File: src/rtl/branch_predictor_if.sv
// Fetch-side lookup and resolution-side update bundle for branch_predictor.
// The pipeline is the master; the predictor is the slave.
interface branch_predictor_if;
  logic        lk_valid;
  logic [31:0] lk_pc;
  logic        pred_taken;
  logic [31:0] pred_target;
  logic        upd_valid;
  logic [31:0] upd_pc;
  logic [1:0]  upd_type;
  logic        upd_taken;
  logic [31:0] upd_target;
  logic        upd_pred_taken;
  logic [31:0] upd_pred_target;
  logic        mispredict;
  logic [31:0] redirect_pc;

  modport master (
    output lk_valid, lk_pc, upd_valid, upd_pc, upd_type, upd_taken,
           upd_target, upd_pred_taken, upd_pred_target,
    input  pred_taken, pred_target, mispredict, redirect_pc
  );

  modport slave (
    input  lk_valid, lk_pc, upd_valid, upd_pc, upd_type, upd_taken,
           upd_target, upd_pred_taken, upd_pred_target,
    output pred_taken, pred_target, mispredict, redirect_pc
  );
endinterface

File: src/rtl/branch_predictor.sv
// Direct-mapped BTB with saturating direction counters and a circular return-address
// stack; zero-latency lookup, non-speculative update at resolution.
module branch_predictor #(
  parameter int IDX_W     = 6,
  parameter int TAG_W     = 8,
  parameter int CNT_W     = 2,
  parameter int RAS_DEPTH = 4
) (
  input  logic              clk,
  input  logic              rst_n,
  branch_predictor_if.slave bp
);
  localparam int ENTRIES = 1 << IDX_W;
  localparam int RAS_PW  = $clog2(RAS_DEPTH);

  localparam logic [1:0] T_BR  = 2'b00;
  localparam logic [1:0] T_J   = 2'b01;
  localparam logic [1:0] T_JAL = 2'b10;
  localparam logic [1:0] T_JR  = 2'b11;

  localparam logic [CNT_W-1:0]  CNT_ZERO = '0;
  localparam logic [CNT_W-1:0]  CNT_ONE  = CNT_W'(1);
  localparam logic [CNT_W-1:0]  CNT_MAX  = '1;
  localparam logic [CNT_W-1:0]  CNT_WEAK = CNT_W'(1) << (CNT_W - 1);
  localparam logic [RAS_PW:0]   RAS_FULL = (RAS_PW + 1)'(RAS_DEPTH);
  localparam logic [RAS_PW:0]   RAS_NONE = '0;
  localparam logic [RAS_PW-1:0] PTR_ONE  = RAS_PW'(1);
  localparam logic [RAS_PW:0]   CNTR_ONE = (RAS_PW + 1)'(1);

  function automatic logic [CNT_W-1:0] sat_step(input logic [CNT_W-1:0] c, input logic up);
    logic [CNT_W-1:0] r;
    r = c;
    if (up) begin
      if (c != CNT_MAX) r = c + CNT_ONE;
      else              r = c;
    end else begin
      if (c != CNT_ZERO) r = c - CNT_ONE;
      else               r = c;
    end
    return r;
  endfunction

  logic             valid_q [ENTRIES];
  logic [TAG_W-1:0] tag_q   [ENTRIES];
  logic [1:0]       type_q  [ENTRIES];
  logic [29:0]      tgt_q   [ENTRIES];
  logic [CNT_W-1:0] cnt_q   [ENTRIES];

  logic [31:0]       ras_q [RAS_DEPTH];
  logic [RAS_PW-1:0] ras_ptr_q, ras_ptr_d;
  logic [RAS_PW:0]   ras_cnt_q, ras_cnt_d;
  logic [RAS_PW-1:0] ras_top_idx_s;
  logic              ras_push_s;

  logic [IDX_W-1:0] lk_idx_s, u_idx_s;
  logic [TAG_W-1:0] lk_tag_s, u_tag_s;
  logic             lk_hit_s, u_hit_s, u_write_s;
  logic             lk_taken_s;
  logic [31:0]      lk_tgt_s, lk_pc4_s, u_pc4_s;
  logic [CNT_W-1:0] ent_cnt_d;

  assign lk_idx_s      = bp.lk_pc[IDX_W+1:2];
  assign lk_tag_s      = bp.lk_pc[IDX_W+TAG_W+1:IDX_W+2];
  assign u_idx_s       = bp.upd_pc[IDX_W+1:2];
  assign u_tag_s       = bp.upd_pc[IDX_W+TAG_W+1:IDX_W+2];
  assign lk_pc4_s      = bp.lk_pc + 32'd4;
  assign u_pc4_s       = bp.upd_pc + 32'd4;
  assign ras_top_idx_s = ras_ptr_q - PTR_ONE;

  assign lk_hit_s  = rst_n & bp.lk_valid & valid_q[lk_idx_s] & (tag_q[lk_idx_s] == lk_tag_s);
  assign u_hit_s   = valid_q[u_idx_s] & (tag_q[u_idx_s] == u_tag_s);
  assign u_write_s = bp.upd_valid & (u_hit_s | bp.upd_taken);
  assign ent_cnt_d = u_hit_s ? sat_step(cnt_q[u_idx_s], bp.upd_taken) : CNT_WEAK;

  // Lookup: direction and target from the entry, or the RAS top for returns
  always_comb begin
    lk_taken_s = 1'b0;
    lk_tgt_s   = {tgt_q[lk_idx_s], 2'b00};
    if (lk_hit_s) begin
      case (type_q[lk_idx_s])
        T_BR:       lk_taken_s = cnt_q[lk_idx_s][CNT_W-1];
        T_J, T_JAL: lk_taken_s = 1'b1;
        T_JR: begin
          lk_taken_s = (ras_cnt_q != RAS_NONE);
          lk_tgt_s   = ras_q[ras_top_idx_s];
        end
        default:    lk_taken_s = 1'b0;
      endcase
    end else begin
      lk_taken_s = 1'b0;
    end
  end

  assign bp.pred_taken  = lk_taken_s;
  assign bp.pred_target = lk_taken_s ? lk_tgt_s : lk_pc4_s;

  assign bp.mispredict  = bp.upd_valid &
                          ((bp.upd_taken != bp.upd_pred_taken) |
                           (bp.upd_taken & (bp.upd_target != bp.upd_pred_target)));
  assign bp.redirect_pc = bp.upd_taken ? bp.upd_target : u_pc4_s;

  // RAS next state: a full push drops the oldest entry, an empty pop does nothing
  always_comb begin
    ras_ptr_d  = ras_ptr_q;
    ras_cnt_d  = ras_cnt_q;
    ras_push_s = 1'b0;
    if (bp.upd_valid) begin
      case (bp.upd_type)
        T_JAL: begin
          ras_push_s = 1'b1;
          ras_ptr_d  = ras_ptr_q + PTR_ONE;
          if (ras_cnt_q != RAS_FULL) ras_cnt_d = ras_cnt_q + CNTR_ONE;
          else                       ras_cnt_d = ras_cnt_q;
        end
        T_JR: begin
          if (ras_cnt_q != RAS_NONE) begin
            ras_ptr_d = ras_ptr_q - PTR_ONE;
            ras_cnt_d = ras_cnt_q - CNTR_ONE;
          end else begin
            ras_ptr_d = ras_ptr_q;
            ras_cnt_d = ras_cnt_q;
          end
        end
        default: begin
          ras_ptr_d = ras_ptr_q;
          ras_cnt_d = ras_cnt_q;
        end
      endcase
    end else begin
      ras_push_s = 1'b0;
    end
  end

  // Table and RAS state; the whole entry is written in one edge so reset never leaves a torn entry
  always_ff @(posedge clk or negedge rst_n) begin
    if (!rst_n) begin
      for (int i = 0; i < ENTRIES; i++) begin
        valid_q[i] <= 1'b0;
        tag_q[i]   <= '0;
        type_q[i]  <= 2'b00;
        tgt_q[i]   <= '0;
        cnt_q[i]   <= '0;
      end
      for (int j = 0; j < RAS_DEPTH; j++) begin
        ras_q[j] <= 32'd0;
      end
      ras_ptr_q <= '0;
      ras_cnt_q <= '0;
    end else begin
      if (u_write_s) begin
        valid_q[u_idx_s] <= 1'b1;
        tag_q[u_idx_s]   <= u_tag_s;
        type_q[u_idx_s]  <= bp.upd_type;
        tgt_q[u_idx_s]   <= bp.upd_target[31:2];
        cnt_q[u_idx_s]   <= ent_cnt_d;
      end
      if (ras_push_s) begin
        ras_q[ras_ptr_q] <= u_pc4_s;
      end
      ras_ptr_q <= ras_ptr_d;
      ras_cnt_q <= ras_cnt_d;
    end
  end
endmodule

File: src/flat_wrapper.sv
// flat-port wrapper written by rule: the top's interface ports become plain ports
module branch_predictor_flat 
#(
  parameter int IDX_W     = 6,
  parameter int TAG_W     = 8,
  parameter int CNT_W     = 2,
  parameter int RAS_DEPTH = 4
)
  (clk, rst_n, bp_lk_valid, bp_lk_pc, bp_upd_valid, bp_upd_pc, bp_upd_type, bp_upd_taken, bp_upd_target, bp_upd_pred_taken, bp_upd_pred_target, bp_pred_taken, bp_pred_target, bp_mispredict, bp_redirect_pc);
  branch_predictor_if bp_i ();
  input  logic clk;
  input  logic rst_n;
  input wire logic [$bits(bp_i.lk_valid)-1:0] bp_lk_valid;
  input wire logic [$bits(bp_i.lk_pc)-1:0] bp_lk_pc;
  input wire logic [$bits(bp_i.upd_valid)-1:0] bp_upd_valid;
  input wire logic [$bits(bp_i.upd_pc)-1:0] bp_upd_pc;
  input wire logic [$bits(bp_i.upd_type)-1:0] bp_upd_type;
  input wire logic [$bits(bp_i.upd_taken)-1:0] bp_upd_taken;
  input wire logic [$bits(bp_i.upd_target)-1:0] bp_upd_target;
  input wire logic [$bits(bp_i.upd_pred_taken)-1:0] bp_upd_pred_taken;
  input wire logic [$bits(bp_i.upd_pred_target)-1:0] bp_upd_pred_target;
  output wire logic [$bits(bp_i.pred_taken)-1:0] bp_pred_taken;
  output wire logic [$bits(bp_i.pred_target)-1:0] bp_pred_target;
  output wire logic [$bits(bp_i.mispredict)-1:0] bp_mispredict;
  output wire logic [$bits(bp_i.redirect_pc)-1:0] bp_redirect_pc;
  assign bp_i.lk_valid = bp_lk_valid;
  assign bp_i.lk_pc = bp_lk_pc;
  assign bp_i.upd_valid = bp_upd_valid;
  assign bp_i.upd_pc = bp_upd_pc;
  assign bp_i.upd_type = bp_upd_type;
  assign bp_i.upd_taken = bp_upd_taken;
  assign bp_i.upd_target = bp_upd_target;
  assign bp_i.upd_pred_taken = bp_upd_pred_taken;
  assign bp_i.upd_pred_target = bp_upd_pred_target;
  assign bp_pred_taken = bp_i.pred_taken;
  assign bp_pred_target = bp_i.pred_target;
  assign bp_mispredict = bp_i.mispredict;
  assign bp_redirect_pc = bp_i.redirect_pc;
  branch_predictor #(.IDX_W(IDX_W), .TAG_W(TAG_W), .CNT_W(CNT_W), .RAS_DEPTH(RAS_DEPTH)) u_core (.clk(clk), .rst_n(rst_n), .bp(bp_i));
endmodule
File: config.mk
export PLATFORM = sky130hd
export DESIGN_NAME = branch_predictor_flat
export DESIGN_NICKNAME = d
export VERILOG_FILES = /design/src/rtl/branch_predictor_if.sv /design/src/rtl/branch_predictor.sv /design/src/flat_wrapper.sv
export SDC_FILE = /design/constraint.sdc
export NUM_CORES = 2
export LEC_CHECK = 0
export BUFFER_PORTS_ARGS = -buffer_cell sky130_fd_sc_hd__buf_2
export CAP_MARGIN = 10
export CORE_UTILIZATION = 65
export CTS_CLUSTER_DIAMETER = 50
export DETAILED_ROUTE_END_ITERATION = 8
export PLACE_DENSITY_LB_ADDON = 0.15
export SLEW_MARGIN = 25
export SYNTH_ARGS = -nofsm -noshare
export SYNTH_HDL_FRONTEND = slang
export SYNTH_SLANG_ARGS = --single-unit
File: constraint.sdc
create_clock -name clk -period 12.52 [get_ports clk]
set_input_delay 1.252 -clock clk [delete_from_list [all_inputs] [get_ports clk]]
set_output_delay 1.252 -clock clk [all_outputs]
set_load 0.01 [all_outputs]
Word level (Yosys, flattened, before mapping)
Cells that the tools add are included.
Storage, ports and cells
  register bits: 2885
  input bits: 136
  output and inout port bits: 66
  logic and storage cells: 435
Operators by class
  add/sub/neg operators: 8
  order comparisons: 6
  equality and inequality tests: 13
  muxes and demuxes: 59
  bitwise gates (word level): 14
  reduce and logical (&&, ||, !) cells: 9
Operators with widths (number)
  $bwmux 1920: 1
  $bwmux 512: 1
  $bwmux 128: 3
  $mux 32: 7
  $bmux 30 s6: 1
  $demux 30 s6: 1
  $bmux 8 s6: 2
  $mux 30: 3
  $add 32x3->32 const B: 2
  $bmux 32 s2: 1
  $demux 32 s2: 1
  $or 64x64->64: 1
  $demux 8 s6: 1
  $mux 8: 5
  $bmux 2 s6: 3
  $ne 32x32->1: 1
  $mux 2: 12
  $eq 8x8->1: 2
  $ge 7x7->1 const B: 2
  $not 6->7: 2
  $bmux 1 s6: 2
  $demux 2 s6: 1
  $eq 2x2->1 const B: 4
  $mux 1: 8
  27 further kinds: 42

Longest topological paths before layout
  depth in word-level cells: 9
  mapped depth: 19

Worst setup path after synthesis
OpenSTA, ideal clock, no wires.
  path type: input to output
  start point: input port bp_lk_pc[2]
  end point: output port bp_pred_target[0]
  arrival time: 6681 ps
  path slack: 4587 ps
  stages on the path: 19
  buffers on the path: 8
  path through: clkbuf_1 > buf_4 > buf_2 > buf_2 > buf_4 > buf_2 > buf_1 > mux4_2 > mux4_2 > mux4_2 > inv_1 > ha_1 > a211o_1 > nand4_1 > a2111oi_0 > nand4_1 > nor4_2 > buf_2 > mux2i_1
On the way
  cells in the longest elaborated chain, start to end: 9
RTL lines
  start: declaration: RTL line flat_wrapper.sv:14  | input wire logic [$bits(bp_i.lk_pc)-1:0] bp_lk_pc;
  $not 6->7 (not written as such) (*): RTL line branch_predictor.sv:70, branch_predictor.sv:80, branch_predictor.sv:81
  $bmux 2 s6: RTL line branch_predictor.sv:80  | case (type_q[lk_idx_s])
  $mux 2 (not written as such) (2 in series): RTL line branch_predictor.sv:80
  $eq 2x1->1 or $eq 2x2->1 (tied branches): RTL line branch_predictor.sv:80
  $reduce_or 2->1: RTL line branch_predictor.sv:80
  $pmux 1 s3: RTL line branch_predictor.sv:80
  $mux 1: RTL line branch_predictor.sv:79  | if (lk_hit_s) begin
  $mux 32 (*): RTL line branch_predictor.sv:95  | assign bp.pred_target = lk_taken_s ? lk_tgt_s : lk_pc4_s;
  end: declaration: RTL line flat_wrapper.sv:23  | output wire logic [$bits(bp_i.pred_target)-1:0] bp_pred_target;
Mark *: on every way between the ends. The rest lies on a longest branch, timed or not. The select of a mux whose other input is x is not followed.

Worst setup path after layout
  start point: input port bp_lk_pc[2]
  end point: output port bp_pred_target[31]
On the way
  cells in the longest elaborated chain, start to end: 9
RTL lines (RTL line)
  $not 6->7 (not written as such)
  $bmux 2 s6: branch_predictor.sv:80
  $mux 2 (not written as such) (2 in series): branch_predictor.sv:80
  $eq 2x1->1 or $eq 2x2->1 (tied branches): branch_predictor.sv:80
  $reduce_or 2->1: branch_predictor.sv:80
  $pmux 1 s3: branch_predictor.sv:80
  $mux 1: branch_predictor.sv:79
  $mux 32 (*): branch_predictor.sv:95
Marks and branches as above.

==> results_dict.tcl <==
set metrics [dict create \
    nFillCells 13490 \
    drv_cap 0 \
    use_met1_pct 55.07 \
    die_width_um 465.7 \
    post_cts_buffers 0 \
    die_h_um 465.7 \
    fin_nets 8977 \
    fin_ws_ns 3.974 \
    cp-endpoint "bp_pred_target[31]" \
    startpoint_type "input pin" \
    cpLargestDelayFamily "buffers and inverters" \
    gp_routability_congestion 0.9496 \
    power_frac_comb_pct 12.2 \
    peakVddDrop_mv 0.1864 \
    synthCells 8982 \
    leakagePower_uw 0.07309 \
    clk_pin_slew_ns 0.06 \
    syn_to_final_growth_pct 8.601 \
    synth.most_common_cell "dfrtp_1" \
    rows 169 \
    cpMostUsedCell "mux4_2" \
    hold_ws_ns 0.2542 \
    r2r_start "u_core.tag_q[64]$_DFFE_PN0P_" \
    synthTopCellsByArea "dfrtp_1 52%, mux2_1 20%, mux4_2 15%, buf_6 2.0%, clkbuf_1 1.3%" \
    p_per_area_nw_per_um2 154.3 \
    tritoncts "yes" \
    clkSinkCount 2885 \
    finalCriticalPeriod_ns 8.546 \
    r2r-end "u_core.tgt_q[260]$_DFFE_PN0P_" \
    antenna_found_initial 22 \
    start_util_pct 65.63 \
    critPathKind "input pin to output port" \
    core_um2 212900 \
    synthTopCellsByCount "2,885 x dfrtp_1, 2,530 x mux2_1, 944 x mux4_2" \
    clkPwrFrac_pct 41.5 \
    crit_chain "buf_8 -> buf_4 -> mux4_2 -> mux4_2 -> mux4_2 -> inv_1 -> ha_1 -> a211o_1 -> nand4_1 -> a2111oi_0 -> nand4_1 -> nor4_4 -> buf_4 -> mux2i_1 -> buf_2" \
    grt_use_met2_pct 60.16 \
    clk_latency_ns 0.94 \
    io_pins 202 \
    track_usage_pct 41.24 \
    slew_headroom_pct 13.62 \
    ant_nets 0 \
    grt_first_pass_wirelength_mm 637.8 \
    drcViolationCount 0 \
    grt.busiest_layer "met2" \
    grtUsageMet3_pct 11.27 \
    gr-total-overflow 0 \
    synth_top_area_share_pct 51.66 \
    critPathMaxFanout 51 \
    critPathCaptureType "output port" \
    crit_buf_inv 5 \
    post-route-period-util_pct 68.26 \
    synth_seq_cells 2885 \
    worst_pin_slew_ns 1.286 \
    r2r_cells 13 \
    clockBufferDepth 4 \
    grt_pass1_vias 88880 \
    drive_above_1_share_pct 23.06 \
    p_sw_uw 5945 \
    crit_required_ns 11.27 \
    synth_warnings 0 \
    synthesis.nets 9127 \
    hold_violations 0 \
    synth_edf_count 0 \
    slew_viol_final 0 \
    syn_area_um2 139800 \
    portBuffers 201 \
    synth_cell_types 73 \
    syn_avg_cell_area_um2 15.56 \
    cts_htree_levels 5 \
    finalSetupTns_ns 0 \
    cts_root_buffer "clkbuf_16" \
    synth-async-reset-ratio_pct 100.0 \
    place_ws_ns 3.561 \
    fmax_mhz 117.0 \
    min_path_type "input pin to asynchronous set/reset pin" \
    drt_wl_total_mm 437.6 \
    cp_data_arrival_time_ns 7.29 \
    holdBufCountCts 0 \
    synth_area_leader_cell "dfrtp_1" \
    rsz0062_at_grt "no" \
    critPathLaunch "bp_lk_pc[2]" \
    worst_clock_skew_ns 0.04476 \
    slowest_stage "buf_4" \
    status "completed" \
    yosysSeqAreaShare_pct 51.66 \
    synth_top_flop_cell "dfrtp_1" \
    ctsResizeCount 0 \
    cts_inserted_buffers 328 \
    slowest_delay_ns 0.67 \
    drt_first_iter_violations 10800 \
    grt_max_degree 171 \
    drt_first_pass_iters 6 \
    dr_total_vias 86690 \
    reg2reg_setup_slack_ns 6.33 \
    dp_hpwl_mm 257.1 \
    share_seq_of_total_power_pct 46.3 \
    wl_per_cell_um 36.79 \
    setup_violations 0 \
    die_area_um2 216900 \
    worstSetupPathDepth 15 \
    swShare_pct 25.39 \
    p_int_uw 17470 \
    vias_per_cell 7.286 \
]
## how the worst min path moves through the flow
| stage | startpoint | to | slack [ns] | depth (start not counted) |
|---|---|---|---|---|
| after floorplan | u_core.ras_q[66]$_DFFE_PN0P_ | u_core.ras_q[66]$_DFFE_PN0P_ | 0.44 | 2 |
| after global placement | u_core.ras_q[26]$_DFFE_PN0P_ | u_core.ras_q[26]$_DFFE_PN0P_ | 0.46 | 2 |
| after detailed placement | u_core.ras_q[112]$_DFFE_PN0P_ | u_core.ras_q[112]$_DFFE_PN0P_ | 0.47 | 2 |
| after CTS | rst_n | u_core.tgt_q[366]$_DFFE_PN0P_ | 0.25 | 1 |
| after global routing | rst_n | u_core.tgt_q[336]$_DFFE_PN0P_ | 0.25 | 1 |
| final | rst_n | u_core.tgt_q[336]$_DFFE_PN0P_ | 0.25 | 1 |
## registers in the layout, summed over array words and instances, names as in the netlist
register	count
u_core.type_q	128
u_core.cnt_q	128
u_core.ras_q	128
u_core.valid_q	64
u_core.tag_q	512
u_core.tgt_q	1920
u_core.ras_ptr_q	2
u_core.ras_cnt_q	3
## power groups by stage
| stage | Sequential [µW] | Clock (µW) | Combinational (µW) |
|---|---|---|---|
| 2_1_floorplan | 10700 | 0 | 1950 |
| 3_3_place_gp | 10900 | 0 | 2720 |
| 3_5_place_dp | 11000 | 0 | 2820 |
| 4_1_cts | 10800 | 9760 | 2840 |
| 5_1_grt | 10900 | 10100 | 3040 |
| 6_report | 10800 | 9710 | 2860 |
## stage by stage
| stage | total power (µW) | utilization [%] | cell area (µm²) | instances |
|---|---|---|---|---|
| 3_3_place_gp | 13600 | 66.11 | 140800 | 11320 |
| 3_5_place_dp | 13790 | 66.12 | 140800 | 11320 |
| 5_1_grt | 24090 | 71.27 | 151700 | 11890 |
| 6_report | 23410 | 71.28 | 151800 | 11900 |
| 4_1_cts | 23410 | 71.21 | 151600 | 11880 |
| 2_1_floorplan | 12680 | - | 139800 | 8982 |
## kinds of logic (layout without fill, tap and decap cells)
group | Yosys count | after routing | synth area share (%)
DFF | 2885 | 2885 | 51.66
xor gates and xnor gates | 107 | 107 | 0.6706
buffers and inverters | 928 | 1009 | 4.049
AOI/OAI and AO/OA | 673 | 673 | 3.122
adders and majority gates | 11 | 11 | 0.1003
muxes | 3724 | 3724 | 37.48
and+or+nand+nor | 654 | 654 | 2.921
other | 0 | 13 | 0
## final cells by class
type                    instances  area [µm²]  area share, %
repair buffers                432        3044          2.006
flip-flops and latches       2885       72200          47.57
multi-input cells            5169       62090          40.91
well taps                    2821        3530          2.326
inverters                      16       60.06        0.03957
diodes                         13       32.53        0.02143
clock buffers                 462        9550          6.293
clock inverters                99        1269         0.8359
## cells in the final DEF, fill, tap and decap left out, types with 10 or more instances in the layout
master and n:
nor2_8 60, o21ai_0 280, nor2_1 76, dfrtp_1 2884
xor2_1 62, and3_1 21, diode_2 13, o22ai_1 14
a31oi_1 14, buf_4 210, clkbuf_1 58, a21oi_1 79
or2_1 63, clkinvlp_4 12, nor2b_1 16, o22a_1 67
buf_12 11, buf_2 189, inv_6 10, mux4_2 944
a211oi_1 11, clkbuf_16 335, a22oi_1 84, mux2i_1 149
mux2_2 99, bufinv_16 27, clkbuf_8 70, inv_1 12
a22o_1 14, xnor2_1 39, nand2_1 257, nand4_1 21
a221oi_1 54, clkinv_2 42, nor3_1 11, mux2_1 2530
nand3_1 35, buf_6 14
## metal layers
metal / share of wire [%] / vias to the layer above
li1: - / 33460
met1: 37 / 46530
met2: 44 / 5227
met3: 11 / 1448
met4: 7.7 / 18
met5: 0.075 / -
Note: power is estimated with default switching activity, not from simulation.
